`config.mk`:
```
export PLATFORM = sky130hd
export DESIGN_NAME = store_rmw_unit
export DESIGN_NICKNAME = d
export VERILOG_FILES = /design/src/rtl/store_rmw_unit_pkg.sv /design/src/rtl/store_lane_merge.sv /design/src/rtl/store_rmw_unit.sv
export SDC_FILE = /design/constraint.sdc
export NUM_CORES = 1
export LEC_CHECK = 0
export ABC_AREA = 1
export CAP_MARGIN = 20
export CORE_MARGIN = 3
export CORE_UTILIZATION = 47
export CTS_CLUSTER_DIAMETER = 30
export DETAILED_ROUTE_END_ITERATION = 12
export HOLD_SLACK_MARGIN = 0.03
export PLACE_DENSITY = 0.81
export SLEW_MARGIN = 20
export SYNTH_ARGS = -nofsm -noshare
export SYNTH_HDL_FRONTEND = slang
export SYNTH_SLANG_ARGS = --single-unit
```
`constraint.sdc`:
```
create_clock -name clk_i -period 2.2 [get_ports clk_i]
set_clock_uncertainty 0.15 [all_clocks]
set_input_delay 0.44 -clock clk_i [delete_from_list [all_inputs] [get_ports clk_i]]
set_output_delay 0.44 -clock clk_i [all_outputs]
set_load 0.005 [all_outputs]
```
`src/rtl/store_rmw_unit_pkg.sv`:
```
// Shared encodings for the store read-modify-write path: access sizes,
// FSM state encoding and request classification helpers.
package store_rmw_unit_pkg;

  // Access size encodings as presented on size_i
  localparam logic [1:0] SZ_BYTE = 2'b00;
  localparam logic [1:0] SZ_HALF = 2'b01;
  localparam logic [1:0] SZ_WORD = 2'b10;

  // FSM state encodings
  localparam logic [1:0] ST_IDLE_ENC  = 2'b00;
  localparam logic [1:0] ST_READ_ENC  = 2'b01;
  localparam logic [1:0] ST_WRITE_ENC = 2'b10;
  localparam logic [1:0] ST_DONE_ENC  = 2'b11;

  typedef enum logic [1:0] {
    ST_IDLE  = ST_IDLE_ENC,
    ST_READ  = ST_READ_ENC,
    ST_WRITE = ST_WRITE_ENC,
    ST_DONE  = ST_DONE_ENC
  } state_t;

  // A request is rejected when it is misaligned for its size or uses the
  // reserved size code; such requests never touch memory.
  function automatic logic req_is_err(input logic [1:0] size, input logic [1:0] byte_off);
    logic err;
    unique case (size)
      SZ_BYTE: err = 1'b0;
      SZ_HALF: err = byte_off[0];
      SZ_WORD: err = (byte_off != 2'b00);
      default: err = 1'b1;
    endcase
    return err;
  endfunction

endpackage

```
`src/rtl/store_lane_merge.sv`:
```
// Combinational little-endian lane merge: places the low byte/half/word of
// wdata into the lane(s) selected by size and byte offset, keeping the rest
// of old_word. Kept standalone so the load side can mirror its lane decode.
module store_lane_merge
  import store_rmw_unit_pkg::*;
(
  input  logic [31:0] old_word,
  input  logic [31:0] wdata,
  input  logic [1:0]  size,
  input  logic [1:0]  byte_off,
  output logic [31:0] merged
);

  logic [31:0] src_word;
  logic [3:0]  lane_en;

  // Replicate the narrow data into every lane so each lane just selects
  always_comb begin
    src_word = wdata;
    unique case (size)
      SZ_BYTE: src_word = {4{wdata[7:0]}};
      SZ_HALF: src_word = {2{wdata[15:0]}};
      default: src_word = wdata;
    endcase
  end

  for (genvar gi = 0; gi < 4; gi++) begin : g_lane
    localparam logic [1:0] LANE = 2'(gi);

    assign lane_en[gi] = ((size == SZ_BYTE) && (byte_off == LANE)) ||
                         ((size == SZ_HALF) && (byte_off[1] == LANE[1])) ||
                         (size == SZ_WORD);

    assign merged[8*gi +: 8] = lane_en[gi] ? src_word[8*gi +: 8] : old_word[8*gi +: 8];
  end

endmodule

```
`src/rtl/store_rmw_unit.sv`:
```
// Store narrowing unit: word stores write directly, byte/half stores do a
// read-modify-write of the containing word over a word-only memory port.
// Misaligned or reserved-size requests complete with err_o and no memory
// traffic. All memory strobes and status pulses are registered.
module store_rmw_unit
  import store_rmw_unit_pkg::*;
#(
  parameter int ADDR_W = 32
) (
  input  logic              clk_i,
  input  logic              rst_i,
  input  logic              req_valid_i,
  output logic              req_ready_o,
  input  logic [ADDR_W-1:0] addr_i,
  input  logic [31:0]       wdata_i,
  input  logic [1:0]        size_i,
  output logic              done_o,
  output logic              err_o,
  output logic [ADDR_W-1:0] mem_addr_o,
  output logic              mem_rd_o,
  input  logic [31:0]       mem_rdata_i,
  input  logic              mem_rvalid_i,
  output logic              mem_wr_o,
  output logic [31:0]       mem_wdata_o,
  input  logic              mem_ack_i
);

  state_t            state_reg, state_next;
  logic [ADDR_W-1:0] mem_addr_reg, mem_addr_next;
  logic [1:0]        byte_off_reg, byte_off_next;
  logic [1:0]        size_reg, size_next;
  logic [31:0]       wdata_reg, wdata_next;
  logic              err_reg, err_next;
  logic [31:0]       mem_wdata_reg, mem_wdata_next;
  logic              mem_rd_reg, mem_rd_next;
  logic              mem_wr_reg, mem_wr_next;
  logic              done_reg, done_next;
  logic              err_out_reg, err_out_next;
  logic [31:0]       merged_word;

  // Merge reads the memory data directly so the merged word can be captured
  // on the same edge the read response is accepted.
  store_lane_merge u_merge (
    .old_word (mem_rdata_i),
    .wdata    (wdata_reg),
    .size     (size_reg),
    .byte_off (byte_off_reg),
    .merged   (merged_word)
  );

  // Next-state, request capture and registered-output decode
  always_comb begin
    state_next     = state_reg;
    mem_addr_next  = mem_addr_reg;
    byte_off_next  = byte_off_reg;
    size_next      = size_reg;
    wdata_next     = wdata_reg;
    err_next       = err_reg;
    mem_wdata_next = mem_wdata_reg;

    unique case (state_reg)
      ST_IDLE: begin
        if (req_valid_i) begin
          mem_addr_next = {addr_i[ADDR_W-1:2], 2'b00};
          byte_off_next = addr_i[1:0];
          size_next     = size_i;
          wdata_next    = wdata_i;
          err_next      = req_is_err(size_i, addr_i[1:0]);
          if (req_is_err(size_i, addr_i[1:0])) begin
            state_next = ST_DONE;
          end else if (size_i == SZ_WORD) begin
            mem_wdata_next = wdata_i;
            state_next     = ST_WRITE;
          end else begin
            state_next = ST_READ;
          end
        end
      end
      ST_READ: begin
        if (mem_rvalid_i) begin
          mem_wdata_next = merged_word;
          state_next     = ST_WRITE;
        end
      end
      ST_WRITE: begin
        if (mem_ack_i) begin
          state_next = ST_DONE;
        end
      end
      ST_DONE: begin
        state_next = ST_IDLE;
      end
      default: begin
        state_next = ST_IDLE;
      end
    endcase

    // Outputs follow the state being entered so they are flop outputs
    mem_rd_next  = (state_next == ST_READ);
    mem_wr_next  = (state_next == ST_WRITE);
    done_next    = (state_next == ST_DONE);
    err_out_next = (state_next == ST_DONE) && err_next;
  end

  // State and output registers, cleared asynchronously to abandon any access
  always_ff @(posedge clk_i or negedge rst_i) begin
    if (!rst_i) begin
      state_reg     <= ST_IDLE;
      mem_addr_reg  <= '0;
      byte_off_reg  <= '0;
      size_reg      <= '0;
      wdata_reg     <= '0;
      err_reg       <= 1'b0;
      mem_wdata_reg <= '0;
      mem_rd_reg    <= 1'b0;
      mem_wr_reg    <= 1'b0;
      done_reg      <= 1'b0;
      err_out_reg   <= 1'b0;
    end else begin
      state_reg     <= state_next;
      mem_addr_reg  <= mem_addr_next;
      byte_off_reg  <= byte_off_next;
      size_reg      <= size_next;
      wdata_reg     <= wdata_next;
      err_reg       <= err_next;
      mem_wdata_reg <= mem_wdata_next;
      mem_rd_reg    <= mem_rd_next;
      mem_wr_reg    <= mem_wr_next;
      done_reg      <= done_next;
      err_out_reg   <= err_out_next;
    end
  end

  assign req_ready_o = (state_reg == ST_IDLE);
  assign done_o      = done_reg;
  assign err_o       = err_out_reg;
  assign mem_addr_o  = mem_addr_reg;
  assign mem_rd_o    = mem_rd_reg;
  assign mem_wr_o    = mem_wr_reg;
  assign mem_wdata_o = mem_wdata_reg;

endmodule
```
==> results.md <==
- Outcome: finished clean
- Grt total ovfl: 0
- Internal power: 0.00596 W
- Worst Tran Pin Value: 0.625 ns
- Detailed-route DRC error count: 0
- Seq/Total Area, Yosys: 0.491
- Critical path fanouts, max: 4
- Core ar.: 11000 sq um
- Fill cells: 881
- CTS tree: yes
- Num ports: 172
- # port buffers: 169
- Pwr/cell area: 1320 nW/um^2
- Total Wirelength: 14900 um
- Post-synth top area share: 0.491
- Maximum vdd drop: 0.000648 V
- Initial DRC count: 348
- Cell area after layout: 7510 sq um
- First-pass iteration count of the detailed router: 5
- TritonCTS buffer count: 9
- Arrival @ worst endpoint: 1.52 ns
- DIE WIDTH: 113 um
- Largest cells by area after synthesis: dfrtp_1 49%, nand2_1 22%, nor2_1 8.2%
- Post-DRT Antenna Nets: 0
- Overall Global Routing Usage: 0.239
- Slew Limit Fails: 0
- Synth area leader: dfrtp_1
- RSZ-0062 raised after global routing: no
- Root Buffer: clkbuf_16
- Synthesized area: 5350 sq um
- Synth-to-Final Area Change: 40.5%
- Clock share of power: 0.155
- Yosys cell types: 24
- Clock Pin Slew Worst Setup and Hold Paths: 0.07 ns
- Setup total negative slack: 0 ns
- Vias after detailed routing: 5206
- Combinational cell fraction of total power: 0.498
- Final period util: 0.958
- Resized cells post-CTS: 0
- Global-route wire length before repair: 24600 um
- R2r setup slk: 0.31 ns
- Startpoint Class: flop
- Relative slew slack: 0.583
- Worst skew pair latency: 0.34 ns
- Largest net degree at the start of global routing: 39
- Fin crit period: 2.11 ns
- Gate count of the mapped netlist: 750
- Hold WC Path Type: reg -> reg
- Yosys warning count: 0
- Post-CTS repair timing setup buffer count: 0
- Worst reg-to-reg path cell count: 8
- Yosys reg bits: 105
- Net Sw Frac: 0.400
- H-Tree Depth: 3
- Via-to-Cell Ratio: 4.92
- Flop pwr share: 0.347
- Diodes inserted: 0
- Pleak: 3.68 nW
- Vias in the first global route: 5095
- Most frequent cells in the layout: 310 x nand2_1, 168 x clkdlybuf4s50_1, 117 x nor2_1
- Hold path depth: 2
- Switching power: 0.00397 W
- Final hold vios: 0
- Class of the most critical setup path: reg -> out
- Fmax: 475 MHz
- Placed Cells: 1041
- # rows: 38
- Placer Congestion: 0.801
- DR WL/cell: 14.1 um
- Synthesized area per cell: 7.13 sq um
- Die ar.: 12700 sq um
- Clk sinks: 105
- Max-cap viol count: 0
- CP required: 1.61 ns
- # nets final: 1016
- Initial antenna violation count: 0
- Layout cell share with drive strength beyond 1: 0.0577
- Hpwl dp: 10800 um
- Most common cell after layout, fill and taps aside: nand2_1
- Hold buffer count at cts: 1
- Non-Filler Instances: 1058
- Area post-placement: 7220 sq um
- Starting Density: 0.487
- Max Buffers Root-to-Sink: 2
- Die Y: 113 um
- Final setup violation count: 0
- CP Capture Type: output pin
## metal layers
metal	track usage	share of wire
met1	0.302	0.41
met2	0.394	0.47
met3	0.0642	0.092
met4	0.0889	0.027
met5	0	0
## layout make-up
cell class                      instances  area (sq um)  area share
Sequential cell                       105          2630       0.350
Multi-Input combinational cell        550          2300       0.306
Timing Repair Buffer                  188          1910       0.254
Clock buffer                           12           246      0.0328
Inverter                               59           224      0.0298
Tap cell                              140           175      0.0233
Clock inverter                          4          33.8     0.00450
## power by group through the flow
| stage | Sequential (W) | Clock (W) | Combinational [W] |
|---|---|---|---|
| after floorplan | 0.00337 | 0 | 0.00277 |
| after global placement | 0.00344 | 0 | 0.00484 |
| after detailed placement | 0.00346 | 0 | 0.00494 |
| after CTS | 0.00344 | 0.00157 | 0.00498 |
| after global routing | 0.00355 | 0.00163 | 0.00556 |
| final | 0.00344 | 0.00154 | 0.00494 |
## cell families after synthesis
group,after synthesis,share of synthesized area
other,1,0.000701
AND/OR/NAND/NOR,497,0.376
flip-flops,105,0.491
buffers and inverters,96,0.0814
AO/OA/AOI/OAI,51,0.0503
## final timing paths
check,end,start
setup / recovery,req_ready_o,state_reg[1]
hold / removal,mem_addr_o[25],mem_addr_o[25]
setup reg to reg,mem_wdata_o[8],size_reg[0]
hold reg to reg,mem_addr_o[25],mem_addr_o[25]
max in group asynchronous,wdata_reg[23],rst_i
min in group asynchronous,mem_addr_o[30],rst_i
## Yosys cell counts
cell      instances
inv_2             6
inv_4             1
inv_1            52
dfrtp_1         105
o22ai_1           2
nor3_4            1
nor2_2            1
conb_1            1
nand3_1          51
buf_1             3
clkbuf_1          9
nand2_1         310
nand2_2           5
buf_4             4
nor2_1          117
buf_2            16
o21ai_2           1
buf_6             5
a21oi_2           2
nand3b_1          8
o21ai_0          36
nor2_4            3
a21oi_1          10
nand4_1           1
## critical path, cell delays in order (launching register included)
cell	delay, ns
dfrtp_1	0.46
nor2_1	0.18
clkdlybuf4s50_1	0.54
## per-stage QoR
stage	hold slack, ns	power, W	utilization	setup WS (ns)
after floorplan	-0.00559	0.00614	-	0.686
after global placement	0.303	0.00827	0.658	0.130
after detailed placement	0.308	0.00840	0.658	0.0906
after CTS	0.323	0.00998	0.684	0.0805
after global routing	0.348	0.0107	0.684	0.0290
final	0.323	0.00992	0.684	0.0925
No activity file was read; power rests on OpenSTA's default activity.
